### src/rtl/bpi_cmd_sequencer.sv
// rtl/bpi_cmd_sequencer.sv - BPI flash command sequencer: expands requests into bus cycles and polls status
//
// Purpose : Accepts one high-level flash request (read word, read status, program,
//           erase, unlock, clear status), issues the matching list of BPI bus
//           cycles through the EXECUTE/BUSY handshake, polls the status register
//           after program/erase until SR7 is set, then pulses DONE with ERR.
// Option  : define BPI_SEQ_TIMEOUT_EN to compile in a watchdog of TIMEOUT_CYCLES
//           that forces completion with ERR=1 when the flash never reports ready.
// Ports   :
//   i_clk, i_rst_b                  clock, synchronous active-low reset
//   i_start, i_cmd, i_addr_in,
//   i_wdata                         request strobe, opcode, address, program data
//   o_seq_busy, o_done, o_err       request in progress, completion pulse, error flag
//   o_status, o_rd_data, o_rd_valid last status byte, last read word, read-word pulse
//   o_bpi_op, o_bpi_addr,
//   o_bpi_cmd_data, o_bpi_execute,
//   o_bpi_active                    bus-cycle request towards bpi_interface
//   i_bpi_busy, i_bpi_load_data,
//   i_bpi_data_in                   bus-cycle status and read data from bpi_interface
module bpi_cmd_sequencer #(
  parameter int POLL_GAP       = 16,
  parameter int TIMEOUT_CYCLES = 1 << 24
) (
  input  logic        i_clk,
  input  logic        i_rst_b,
  input  logic        i_start,
  input  logic [2:0]  i_cmd,
  input  logic [22:0] i_addr_in,
  input  logic [15:0] i_wdata,
  output logic        o_seq_busy,
  output logic        o_done,
  output logic        o_err,
  output logic [7:0]  o_status,
  output logic [15:0] o_rd_data,
  output logic        o_rd_valid,
  output logic [1:0]  o_bpi_op,
  output logic [22:0] o_bpi_addr,
  output logic [15:0] o_bpi_cmd_data,
  output logic        o_bpi_execute,
  output logic        o_bpi_active,
  input  logic        i_bpi_busy,
  input  logic        i_bpi_load_data,
  input  logic [15:0] i_bpi_data_in
);

  localparam logic [2:0] CMD_RD_WORD  = 3'd1;
  localparam logic [2:0] CMD_RD_STAT  = 3'd2;
  localparam logic [2:0] CMD_PROG     = 3'd3;
  localparam logic [2:0] CMD_ERASE    = 3'd4;
  localparam logic [2:0] CMD_UNLOCK   = 3'd5;
  localparam logic [2:0] CMD_CLR_STAT = 3'd6;

  localparam logic [1:0] OP_IDLE  = 2'b00;
  localparam logic [1:0] OP_WRITE = 2'b01;
  localparam logic [1:0] OP_READ  = 2'b10;

  if (POLL_GAP < 1 || POLL_GAP > 255 || TIMEOUT_CYCLES < 1) begin : g_param_check
    $error("bpi_cmd_sequencer: POLL_GAP must be 1..255 and TIMEOUT_CYCLES >= 1");
  end

  // Status polls reuse ISSUE/WAIT_ACK/WAIT_END with r_polling set, so the
  // poll-read step needs no state of its own.
  typedef enum logic [2:0] {
    S_IDLE, S_ISSUE, S_WAIT_ACK, S_WAIT_END, S_GAP, S_FIN
  } state_t;

  state_t      r_state;
  state_t      w_next;
  logic [2:0]  r_cmd;
  logic [22:0] r_addr;
  logic [15:0] r_wdata;
  logic        r_idx;        // index into the command's two-entry bus-cycle list
  logic        r_polling;    // current bus cycle is a status poll
  logic [7:0]  r_gap;
  logic        r_got_load;
  logic        r_err;
  logic [7:0]  r_status;
  logic [15:0] r_rd_data;

  logic        w_in_nop;
  logic        w_is_read;
  logic        w_last;
  logic        w_needs_poll;
  logic        w_load;
  logic        w_lost;
  logic [7:0]  w_sr;
  logic        w_sr_err;
  logic        w_err;
  logic        w_timeout;
  logic        w_tmo_hold;
  logic [1:0]  w_op;
  logic [15:0] w_bus_data;

  assign w_in_nop     = (i_cmd == 3'd0) || (i_cmd == 3'd7);
  assign w_is_read    = r_polling || (((r_cmd == CMD_RD_WORD) || (r_cmd == CMD_RD_STAT)) && r_idx);
  assign w_last       = r_polling || (r_cmd == CMD_CLR_STAT) || r_idx;
  assign w_needs_poll = (r_cmd == CMD_PROG) || (r_cmd == CMD_ERASE);
  assign w_load       = (r_state == S_WAIT_END) && w_is_read && i_bpi_load_data;
  // A read cycle that ends without any load strobe keeps the old data and flags ERR.
  assign w_lost       = (r_state == S_WAIT_END) && !i_bpi_busy && w_is_read && !r_got_load && !w_load;
  // Bypass so the poll decision and ERR see a status byte captured on the final cycle.
  assign w_sr         = w_load ? i_bpi_data_in[7:0] : r_status;
  assign w_sr_err     = ((r_cmd == CMD_RD_STAT) || w_needs_poll) && (w_sr[5] | w_sr[4] | w_sr[3] | w_sr[1]);
  assign w_err        = (r_state != S_IDLE) && (w_timeout || w_lost || w_sr_err);

`ifdef BPI_SEQ_TIMEOUT_EN
  localparam int TW = $clog2(TIMEOUT_CYCLES + 1);

  logic [TW-1:0] r_wd;
  logic          r_gap_seen;
  logic          r_tmo;

  // Watchdog runs for the whole request and restarts once at the first GAP entry,
  // so a stuck bus is rescued and the poll budget is measured from polling start.
  always_ff @(posedge i_clk) begin
    if (!i_rst_b) begin
      r_wd       <= '0;
      r_gap_seen <= 1'b0;
      r_tmo      <= 1'b0;
    end else begin
      if (r_state == S_IDLE) begin
        r_wd       <= '0;
        r_gap_seen <= 1'b0;
        r_tmo      <= 1'b0;
      end else if (r_state == S_FIN) begin
        r_wd <= '0;
      end else if (!r_gap_seen && (w_next == S_GAP)) begin
        r_wd       <= '0;
        r_gap_seen <= 1'b1;
      end else if (r_wd != TW'(TIMEOUT_CYCLES)) begin
        r_wd <= r_wd + TW'(1);
      end
      if (w_timeout) r_tmo <= 1'b1;
    end
  end

  assign w_timeout  = (r_state != S_IDLE) && (r_state != S_FIN) && (r_wd >= TW'(TIMEOUT_CYCLES - 1));
  assign w_tmo_hold = r_tmo;
`else
  assign w_timeout  = 1'b0;
  assign w_tmo_hold = 1'b0;
`endif

  // Bus-cycle list lookup; the result only changes at ISSUE because r_cmd,
  // r_idx and r_polling are only updated on the edge into ISSUE.
  always_comb begin
    w_op       = OP_IDLE;
    w_bus_data = 16'h0000;
    if (r_polling) begin
      w_op = OP_READ;
    end else begin
      case (r_cmd)
        CMD_RD_WORD: begin
          w_op       = r_idx ? OP_READ : OP_WRITE;
          w_bus_data = r_idx ? 16'h0000 : 16'h00FF;
        end
        CMD_RD_STAT: begin
          w_op       = r_idx ? OP_READ : OP_WRITE;
          w_bus_data = r_idx ? 16'h0000 : 16'h0070;
        end
        CMD_PROG: begin
          w_op       = OP_WRITE;
          w_bus_data = r_idx ? r_wdata : 16'h0040;
        end
        CMD_ERASE: begin
          w_op       = OP_WRITE;
          w_bus_data = r_idx ? 16'h00D0 : 16'h0020;
        end
        CMD_UNLOCK: begin
          w_op       = OP_WRITE;
          w_bus_data = r_idx ? 16'h00D0 : 16'h0060;
        end
        CMD_CLR_STAT: begin
          w_op       = OP_WRITE;
          w_bus_data = 16'h0050;
        end
        default: begin
          w_op       = OP_IDLE;
          w_bus_data = 16'h0000;
        end
      endcase
    end
  end

  always_ff @(posedge i_clk) begin
    if (!i_rst_b) r_state <= S_IDLE;
    else          r_state <= w_next;
  end

  always_comb begin
    w_next = r_state;
    case (r_state)
      S_IDLE:     if (i_start) w_next = w_in_nop ? S_FIN : S_ISSUE;
      S_ISSUE:    w_next = S_WAIT_ACK;
      S_WAIT_ACK: if (i_bpi_busy) w_next = S_WAIT_END;
      S_WAIT_END: begin
        if (!i_bpi_busy) begin
          if (w_lost)            w_next = S_FIN;
          else if (!w_last)      w_next = S_ISSUE;
          else if (r_polling)    w_next = w_sr[7] ? S_FIN : S_GAP;
          else if (w_needs_poll) w_next = S_GAP;
          else                   w_next = S_FIN;
        end
      end
      S_GAP:      if (r_gap == 8'd0) w_next = S_ISSUE;
      S_FIN:      w_next = S_IDLE;
      default:    w_next = S_IDLE;
    endcase
    if (w_timeout) w_next = S_FIN;
  end

  always_comb begin
    o_bpi_execute = (r_state == S_ISSUE);
    o_done        = (r_state == S_FIN);
    o_rd_valid    = (r_state == S_FIN) && (r_cmd == CMD_RD_WORD);
    o_seq_busy    = (r_state != S_IDLE) && (r_state != S_FIN);
    o_bpi_active  = (r_state != S_IDLE) && (r_state != S_FIN);
    o_bpi_op      = ((r_state == S_IDLE) || w_tmo_hold) ? OP_IDLE : w_op;
  end

  always_ff @(posedge i_clk) begin
    if (!i_rst_b) begin
      r_cmd      <= 3'd0;
      r_addr     <= 23'd0;
      r_wdata    <= 16'h0000;
      r_idx      <= 1'b0;
      r_polling  <= 1'b0;
      r_gap      <= 8'd0;
      r_got_load <= 1'b0;
      r_err      <= 1'b0;
      r_status   <= 8'h00;
      r_rd_data  <= 16'h0000;
    end else begin
      if ((r_state == S_IDLE) && i_start) begin
        r_cmd     <= i_cmd;
        r_addr    <= i_addr_in;
        r_wdata   <= i_wdata;
        r_idx     <= 1'b0;
        r_polling <= 1'b0;
        r_err     <= 1'b0;
      end
      if (r_state == S_ISSUE) r_got_load <= 1'b0;
      if (w_load) begin
        r_got_load <= 1'b1;
        if (r_polling || (r_cmd == CMD_RD_STAT)) r_status  <= i_bpi_data_in[7:0];
        else                                     r_rd_data <= i_bpi_data_in;
      end
      if ((r_state == S_WAIT_END) && (w_next == S_ISSUE)) r_idx <= 1'b1;
      if (r_state == S_GAP) begin
        if (w_next == S_ISSUE) r_polling <= 1'b1;
        else                   r_gap     <= r_gap - 8'd1;
      end
      if ((r_state != S_GAP) && (w_next == S_GAP)) r_gap <= 8'(POLL_GAP - 1);
      if ((r_state != S_FIN) && (w_next == S_FIN)) r_err <= w_err;
    end
  end

  assign o_err          = r_err;
  assign o_status       = r_status;
  assign o_rd_data      = r_rd_data;
  assign o_bpi_addr     = r_addr;
  assign o_bpi_cmd_data = w_bus_data;

endmodule

### config.mk
export PLATFORM = sky130hd
export DESIGN_NAME = bpi_cmd_sequencer
export DESIGN_NICKNAME = d
export VERILOG_FILES = /design/src/rtl/bpi_cmd_sequencer.sv
export SDC_FILE = /design/constraint.sdc
export NUM_CORES = 1
export LEC_CHECK = 0
export CAP_MARGIN = 20
export CELL_PAD_IN_SITES_DETAIL_PLACEMENT = 0
export CELL_PAD_IN_SITES_GLOBAL_PLACEMENT = 1
export CORE_ASPECT_RATIO = 0.6
export CORE_MARGIN = 5
export CORE_UTILIZATION = 32
export CTS_CLUSTER_DIAMETER = 150
export DETAILED_ROUTE_END_ITERATION = 8
export GPL_ROUTABILITY_DRIVEN = 0
export GPL_TIMING_DRIVEN = 0
export PLACE_DENSITY_LB_ADDON = 0.2
export SYNTH_ARGS = -nofsm -noshare
export SYNTH_HDL_FRONTEND = slang
export SYNTH_SLANG_ARGS = --single-unit
### constraint.sdc
create_clock -name i_clk -period 2.5 [get_ports i_clk]
set_input_delay 0.25 -clock i_clk [delete_from_list [all_inputs] [get_ports i_clk]]
set_output_delay 0.25 -clock i_clk [all_outputs]
set_load 0.03 [all_outputs]
# --- Word-level counts from Yosys, hierarchy flattened ---
# Cells that the tools add are included.
op_classes:
  muxes: 34
  n_reduce_logical: 42
  n_eq_ne: 18
  n_addsub: 1
  n_bitwise: 6
op_table:
  columns: ["operator", "count"]
  rows:
  - ["case mux 16 bit (6 select lines)", 1]
  - ["two-way mux 16 bit", 2]
  - ["two-way mux 8 bit", 4]
  - ["== test 3 bit, second input constant", 8]
  - ["two-way mux 3 bit", 7]
  - ["logical AND 1 bit", 15]
  - ["case mux 3 bit (5 select lines)", 1]
  - ["== test 3 x 2 -> 1 bit, second input constant", 4]
  - ["two-way mux 4 bit", 3]
  - ["two-way mux 1 bit", 11]
  - ["== test 3 x 1 -> 1 bit, second input constant", 3]
  - ["logical OR 1 bit", 9]
  - ["zero test 8 bit", 1]
  - ["AND reduction 2 bit", 4]
  - ["nonzero test 2 bit", 4]
  - ["subtractor 8 x 1 -> 8 bit, second input constant", 1]
  - ["two-way mux 7 bit", 1]
  - ["zero test 3 bit", 2]
  - ["two-way mux 2 bit", 3]
  - ["inequality test 3 bit, second input constant", 2]
  - ["case mux 2 bit (2 select lines)", 1]
  - ["OR reduction 2 bit", 2]
  - ["OR reduction 4 bit", 1]
  - ["zero test 1 bit", 3]
  - ["4 further kinds", 8]
totals:
  in_bits: 63
  out_inout_bits: 71
  regBits: 81
  wordCells: 113

# --- Longest topological paths before layout ---
# Gate-level depths: netlist of the first run.
logic_depth:
  depth_word: 17
  mapped_depth: 7
  depth_no_buf: 7

# --- Worst setup path after synthesis of the first run ---
# OpenSTA, ideal clock, no wires.
synth_timing:
  path_kind: "reg2out"
  from: "reg r_cmd[1]"
  to: "out o_bpi_op[0]"
  required_time_ns: 2.250
  path_buffers: 1
  t_arrival_ns: 1.794
  slack_ns: 0.456
  stages_incl_launch_ff: 7
  cell_sequence: "dfxtp_1 > clkbuf_1 > nor2b_1 > nor2_1 > a211oi_1 > a21oi_1 > nor3_1"
synth_via:
  elab_chain_cells: 5
  word_cells_on_any_way: 11
  cone_classes: "6 x eq/ne; 3 x mux; 2 x reduce/logical"
synth_lines:
  columns: ["element", "line", "text"]
  rows:
  - ["from (decl)", "69", "logic [2:0] r_cmd;"]
  - ["from (signal assigned)", "235", "r_cmd <= i_cmd;"]
  - ["== test 3 bit, or another cell as far along", "152", "case (r_cmd)"]
  - ["OR reduction 4 bit (no line) or OR reduction 2 bit (tied branches)", null, null]
  - ["case mux 2 bit (2 select lines) (*)", "152", null]
  - ["two-way mux 2 bit (*)", "149", "if (r_polling) begin"]
  - ["two-way mux 2 bit (*)", "218", "o_bpi_op = ((r_state == S_IDLE) || w_tmo_hold) ? OP_IDLE : w_op;"]
  - ["to (decl)", "36", "output logic [1:0] o_bpi_op,"]
# Mark *: on every way between the ends. The rest lies on a longest branch, timed or not.

# --- Worst setup path after layout of the first run ---
layout_timing:
  from: "reg r_cmd[1]"
  to: "out o_bpi_op[1]"
# Same word-level chain as after synthesis.

==> results of run 1 <==
## kinds of logic after synthesis
family                     after synthesis
buffers and inverters                   34
AOI/OAI and AO/OA                       93
and+or+nand+nor                        193
xor gates and xnor gates                 4
adders and majority gates                2
muxes                                   27
DFF                                     81
## layout make-up
class                   count  share of cell area, %
multi-input cells         319                  33.57
flip-flops and latches     81                  29.74
repair buffers            133                  24.30
clock buffers               9                  4.130
well taps                 139                  3.190
plain buffers              28                  2.547
clock inverters             6                  2.111
inverters                   6                 0.4130
## final timing paths
path,end,cells after the start
hold / removal,r_wdata[12],2
setup / recovery,o_bpi_op[1],4
setup reg to reg,o_rd_data[13],6
hold reg to reg,r_wdata[12],2
## routing by layer
metal  global-route usage, %  wire (microns)  up-vias
met5                       0               0        -
met2                   24.01            4668      128
met4                   3.834             107        0
met1                   23.19            5595     1609
met3                   7.340            1118        8
li1                        -               -     1780
## where the power goes
group	switching (mW)	internal, mW
Sequential	0.0409	1.36
Combinational	0.396	0.286
Clock	0.532	0.977
## cells in the final DEF (no fill, tap or decap), types with 3 or more instances in the layout
master           netlist  routed
dlygate4sd2_1          0       9
nor3_1                 5       3
nand2_1               93      93
and3_1                 4       4
and2_1                 7       8
dlymetal6s2s_1         0       6
a211oi_1               3       3
dfxtp_1               81      81
or3_1                  4       4
mux2i_1               27      27
clkbuf_16              0       9
nor2_1                44      43
clkdlybuf4s50_1        0     116
buf_6                  3       3
nand3_1                4       4
clkbuf_1              22      18
a21oi_1               62      62
xor2_1                 3       3
bufinv_16              0       3
inv_1                  6       6
clkbuf_2               0       6
nor4_1                 3       3
o21ai_0                8       8
nor3b_1                5       4
nor2b_1                4       4
or4_1                  3       3
## worst max-delay path, stage by stage, from the launching register on
cell,delay (ns)
dfxtp_1,0.44
xor2_1,0.13
a31oi_2,0.62
nor2_1,0.07
clkdlybuf4s50_1,0.62
## sequential cells by signal (all words and copies together), names as in the netlist
register and count:
o_bpi_addr 23, o_rd_data 16, r_wdata 16, o_status 8, r_gap 8, r_cmd 3, r_state 3, o_err 1
r_got_load 1, r_idx 1, r_polling 1
## what timing repair did
| action | in CTS | in global routing |
|---|---|---|
| hold buffers | 0 | 0 |
| hold endpoints to repair | 0 | 0 |
| resized for setup | 21 | 12 |
| endpoints found under the setup margin | 18 | 10 |
| pin swaps | 0 | 0 |
## cell usage after synthesis (all sizes together), types with 2 or more instances
master   n  area, sq um
o21a     2        15.01
ha       2        25.02
o32a     2        20.02
xor2     3        26.28
nand4b   2        17.52
or4b     2        20.02
or4      4        33.78
nor2b    4        25.02
mux2i   27        270.3
a21oi   63        319.1
inv      6        22.52
and2     9        56.30
o21ai    8        40.04
nor3b    5        37.54
nor4     4        40.04
o31ai    2        15.01
and3b    2        18.77
a31oi    3        25.02
a211oi   3        22.52
or3      5        32.53
buf      6        51.30
dfxtp   81         1622
nor2    44        165.2
nor3     6        41.29
and3     5        32.53
nand2   93        349.1
clkbuf  22        82.58
nand3    4        20.02
## per-stage QoR
| stage | worst slack, ns | cell area (sq um) |
|---|---|---|
| 6_report | 0.03821 | 5453 |
| 5_1_grt | -0.07184 | 5453 |
| 4_1_cts | 0.01171 | 5440 |
| 3_5_place_dp | -0.2492 | 5085 |
| 3_3_place_gp | -0.2204 | 5085 |
| 2_1_floorplan | 0.4563 | 3580 |
==> summary.txt, run 1 <==
R2R Path Start: r_cmd[1]
Mapped Avg Cell Area: 8.248 sq um
postcts setup bufs: 0
first-pass GRT wire length: 18.22 mm
1st-pass router iterations: 4
WP data required: 2.25 ns
top_reg_cell synth: dfxtp_1
Synth Area in Adders: 0.6991%
post-DP HPWL: 8.709 mm
pin count of the biggest net entering global routing: 15
Die Y-Extent: 91.93 microns
complex-gate fraction of the synthesized area: 15.41%
total global routing overflow: 0
# rows: 29
final cell count without fillers: 721
CTS clock-pin slew for the worst setup and hold paths: 0.06 ns
critical path launch point: r_cmd[1]
clk_skew: 0.009325 ns
count of cell types in the netlist: 54
Hold WC Path Type: reg2reg
critical path type: reg2out
Synth Warn #: 0
maximum vdd drop: 0.0004050 V
Slew Limit Fails: 0
All-Layer GR Usage: 16.75%
Max transition margin: 52.94%
sequential area share after synthesis: 45.30%
ANT nets after route: 0
worst-case clock buffer depth: 2
IO Port Bufs: 133
Root Driver: clkbuf_16
worst slew pin tran: 0.7037 ns
Post-synth ARST share: 0%
Via density: 4.889
I/O Pins: 134
hold wc startpoint: r_wdata[12]
crit start category: register
fin crit period: 2.462 ns
r2r setup slk: 0.21 ns
Wirelength per Cell: 15.93 microns
Placed Cells: 706
Setup violations, final: 0
post-synthesis mux area share: 7.550%
Die ar.: 0.01347 sq mm
status: completed
worst-skew pair later-pin latency: 0.33 ns
Final Power: 3.590 mW
P_leak: 2.105 nW
antenna violations before repair: 0
syn nets: 499
main combinational cell family by area after synthesis: simple AND/OR/NAND/NOR gates
Synth Area in Simple Gates: 25.69%
final worst path period share: 98.47%
layout cells sized above 1: 7.216%
clk sinks: 81
multi-input logic area: 0.001831 sq mm
CTS tree: built
max_cap viols: 0
post-synthesis xor/xnor area fraction: 0.9787%
Max Freq: 406.2 MHz
fill count: 1022
DRC Markers: 0
Final TNS setup: 0 ns
total number of vias: 3525
H-tree Lvls: 3
CTS Buf Count: 9
Initial Util: 33.33%
Area Growth Syn to Fin: 52.32%
unrepaired setup endpoints after global routing: yes
Hold Vio Cnt, Final: 0
#FFs+latches synth: 81
Sequential cell area: 0.001622 sq mm
core area: 0.01074 sq mm
nets@finish: 643
CP endpoint kind: primary output
drt total wl: 11.49 mm
DRT iter0 DRCs: 121
Fin Hold WS: 0.4528 ns
vias in the first global route: 3515
Post-synth EDFFs: 0
power density over the cells: 658.3 mW/mm^2
Die Span X: 146.5 microns
CP arrival: 2.21 ns
Mapped Area: 0.003580 sq mm
Cells after Synth: 434
# diodes: 0
Critical Path Fanout Max: 9
Post-Route Utilization: 50.77%
Note: power is estimated with default switching activity, not from simulation.
==> run 2: changes to the inputs <==
CORE_ASPECT_RATIO = 1.75   (was 0.6)
==> run 2 against run 1 <==
Design area fell by 0.48%. Largest cell class unchanged. Combinational power barely moved. Clock skew barely moved. Total power fell by 3.9%. Via count fell by 0.23%. Routed wire length fell by 2.0%. First-iteration DRC count fell by 11%. Final cell count fell by 0.83%. Register-to-register slack improved by 0.13 ns. Maximum frequency rose by 4.1%. Highest routed layer unchanged.
==> summary.txt, run 2 (synthesis results as in run 1) <==
clk sinks: 81
CTS Buf Count: 9
DRC Markers: 0
critical path type: reg2out
Critical Path Fanout Max: 10
I/O Pins: 134
worst-skew pair later-pin latency: 0.34 ns
r2r endpoint: o_rd_data[15]
pin count of the biggest net entering global routing: 16
final instance area: 0.005426 sq mm
Max transition margin: 56.05%
Hold WC Path Type: reg2reg
vias in the first global route: 3526
most common cell after layout, fill and taps aside: clkdlybuf4s50_1
Die Span X: 89.95 microns
cells on worst reg2reg path: 6
final worst path period share: 94.64%
Via density: 4.919
WP data required: 2.25 ns
critical path endpoint: o_seq_busy
layout cells sized above 1: 7.033%
Cell Area, Placed: 0.005076 sq mm
max FFs per register: 23
core area: 0.01104 sq mm
nets@finish: 643
Area Growth Syn to Fin: 51.59%
CP arrival: 2.12 ns
Sw Ratio: 28.72%
Hold Vio Cnt, Final: 0
CP endpoint kind: primary output
CTS tree: built
clk_skew: 0.009289 ns
status: completed
antenna violations before repair: 0
DP Worst Slack: -0.1721 ns
Final Power: 3.448 mW
IO Port Bufs: 133
first-pass GRT wire length: 17.63 mm
CTS clock-pin slew for the worst setup and hold paths: 0.06 ns
worst slew pin tran: 0.6543 ns
power density over the cells: 635.4 mW/mm^2
Internal: 2.458 mW
Final WS setup: 0.1340 ns
Die ar.: 0.01348 sq mm
Placed Cells: 699
post-DP HPWL: 8.768 mm
crit start category: register
fin crit period: 2.366 ns
DRT iter0 DRCs: 108
Post-Route Utilization: 49.16%
H-tree Lvls: 3
R2R Path Start: r_cmd[1]
# rows: 51
total global routing overflow: 0
All-Layer GR Usage: 16.25%
Gate power share: 19.7%
max_cap viols: 0
final cell count without fillers: 715
# diodes: 0
Initial Util: 32.43%
total number of vias: 3517
Slew Limit Fails: 0
1st-pass router iterations: 4
worst-case clock buffer depth: 2
sequential power share: 40.5%
Net Sw Power: 0.9901 mW
Setup violations, final: 0
unrepaired setup endpoints after global routing: no
fill count: 1130
ANT nets after route: 0
Final TNS setup: 0 ns
r2r setup slk: 0.34 ns
most frequent cells in the layout: clkdlybuf4s50_1 (116), nand2_1 (93), dfxtp_1 (81)
CTS Hold Buffers Added: 0
maximum vdd drop: 0.0005359 V
Max Freq: 422.7 MHz
drt total wl: 11.26 mm
Die Y-Extent: 149.9 microns
Wirelength per Cell: 15.74 microns
Fin Hold WS: 0.4514 ns
Clock power frac: 39.8%
P_leak: 2.094 nW
critical path launch point: r_state[0]
Root Driver: clkbuf_16
-- run 2: cell types whose count changed in the layout (fill, tap and decap cells not counted), moves of 2 or more --
| cell | before | now |
|---|---|---|
| bufinv_16 | 3 | 1 |
| clkdlybuf4s15_1 | 0 | 3 |
| clkinv_4 | 0 | 3 |
| dlygate4sd2_1 | 9 | 5 |
-- run 2: how the worst min path moves through the flow --
stage                        from              to  cells after the start  slack [ns]
floorplan                 i_rst_b      r_got_load                      1        0.37
global placement      r_wdata[12]     r_wdata[12]                      2        0.44
detailed placement    r_wdata[13]     r_wdata[13]                      2        0.44
finish                r_wdata[13]     r_wdata[13]                      2        0.45
global route        i_addr_in[13]  o_bpi_addr[13]                      3        0.46
CTS                 i_addr_in[15]  o_bpi_addr[15]                      3        0.45
-- run 2: critical path: stages, from the launching register on --
cell             delay [ns]
dfxtp_1                0.31
buf_2                  0.17
nor3_2                 0.45
nor2_1                 0.12
buf_4                  0.15
clkdlybuf4s50_1        0.58
-- run 2: layer usage --
| metal | vias up | GRT usage (%) | share of wire [%] | wire (microns) |
|---|---|---|---|---|
| met1 | 1618 | 15.77 | 36 | 4071 |
| met5 | - | 0 | 0 | 0 |
| li1 | 1782 | - | - | - |
| met2 | 94 | 30.94 | 54 | 6122 |
| met4 | 0 | 7.079 | 3.2 | 358 |
| met3 | 23 | 5.231 | 6.3 | 705 |
-- run 2: final cells by class --
class | count | area (sq um) | area share [%]
sequential | 81 | 1622 | 29.88
clock inverter | 6 | 73.82 | 1.360
clock buffer | 10 | 239.0 | 4.404
inverter | 6 | 22.52 | 0.4150
multi-input combinational | 319 | 1834 | 33.80
buffer | 28 | 137.6 | 2.536
timing repair buffer | 133 | 1333 | 24.56
tap | 132 | 165.2 | 3.044
-- run 2: power by group through the flow --
| stage | registers (mW) | clock network [mW] | logic (mW) |
|---|---|---|---|
| 6_report | 1.40 | 1.37 | 0.680 |
| 2_1_floorplan | 1.48 | 0 | 0.324 |
| 5_1_grt | 1.41 | 1.47 | 0.739 |
| 3_3_place_gp | 1.42 | 0 | 0.683 |
| 3_5_place_dp | 1.42 | 0 | 0.690 |
| 4_1_cts | 1.40 | 1.41 | 0.691 |
-- run 2: what timing repair did --
item	in CTS	in global routing
pin swaps	0	0
buffers inserted	0	0
gates resized for setup	19	16
cloned	0	0
endpoints found under the setup margin	20	10
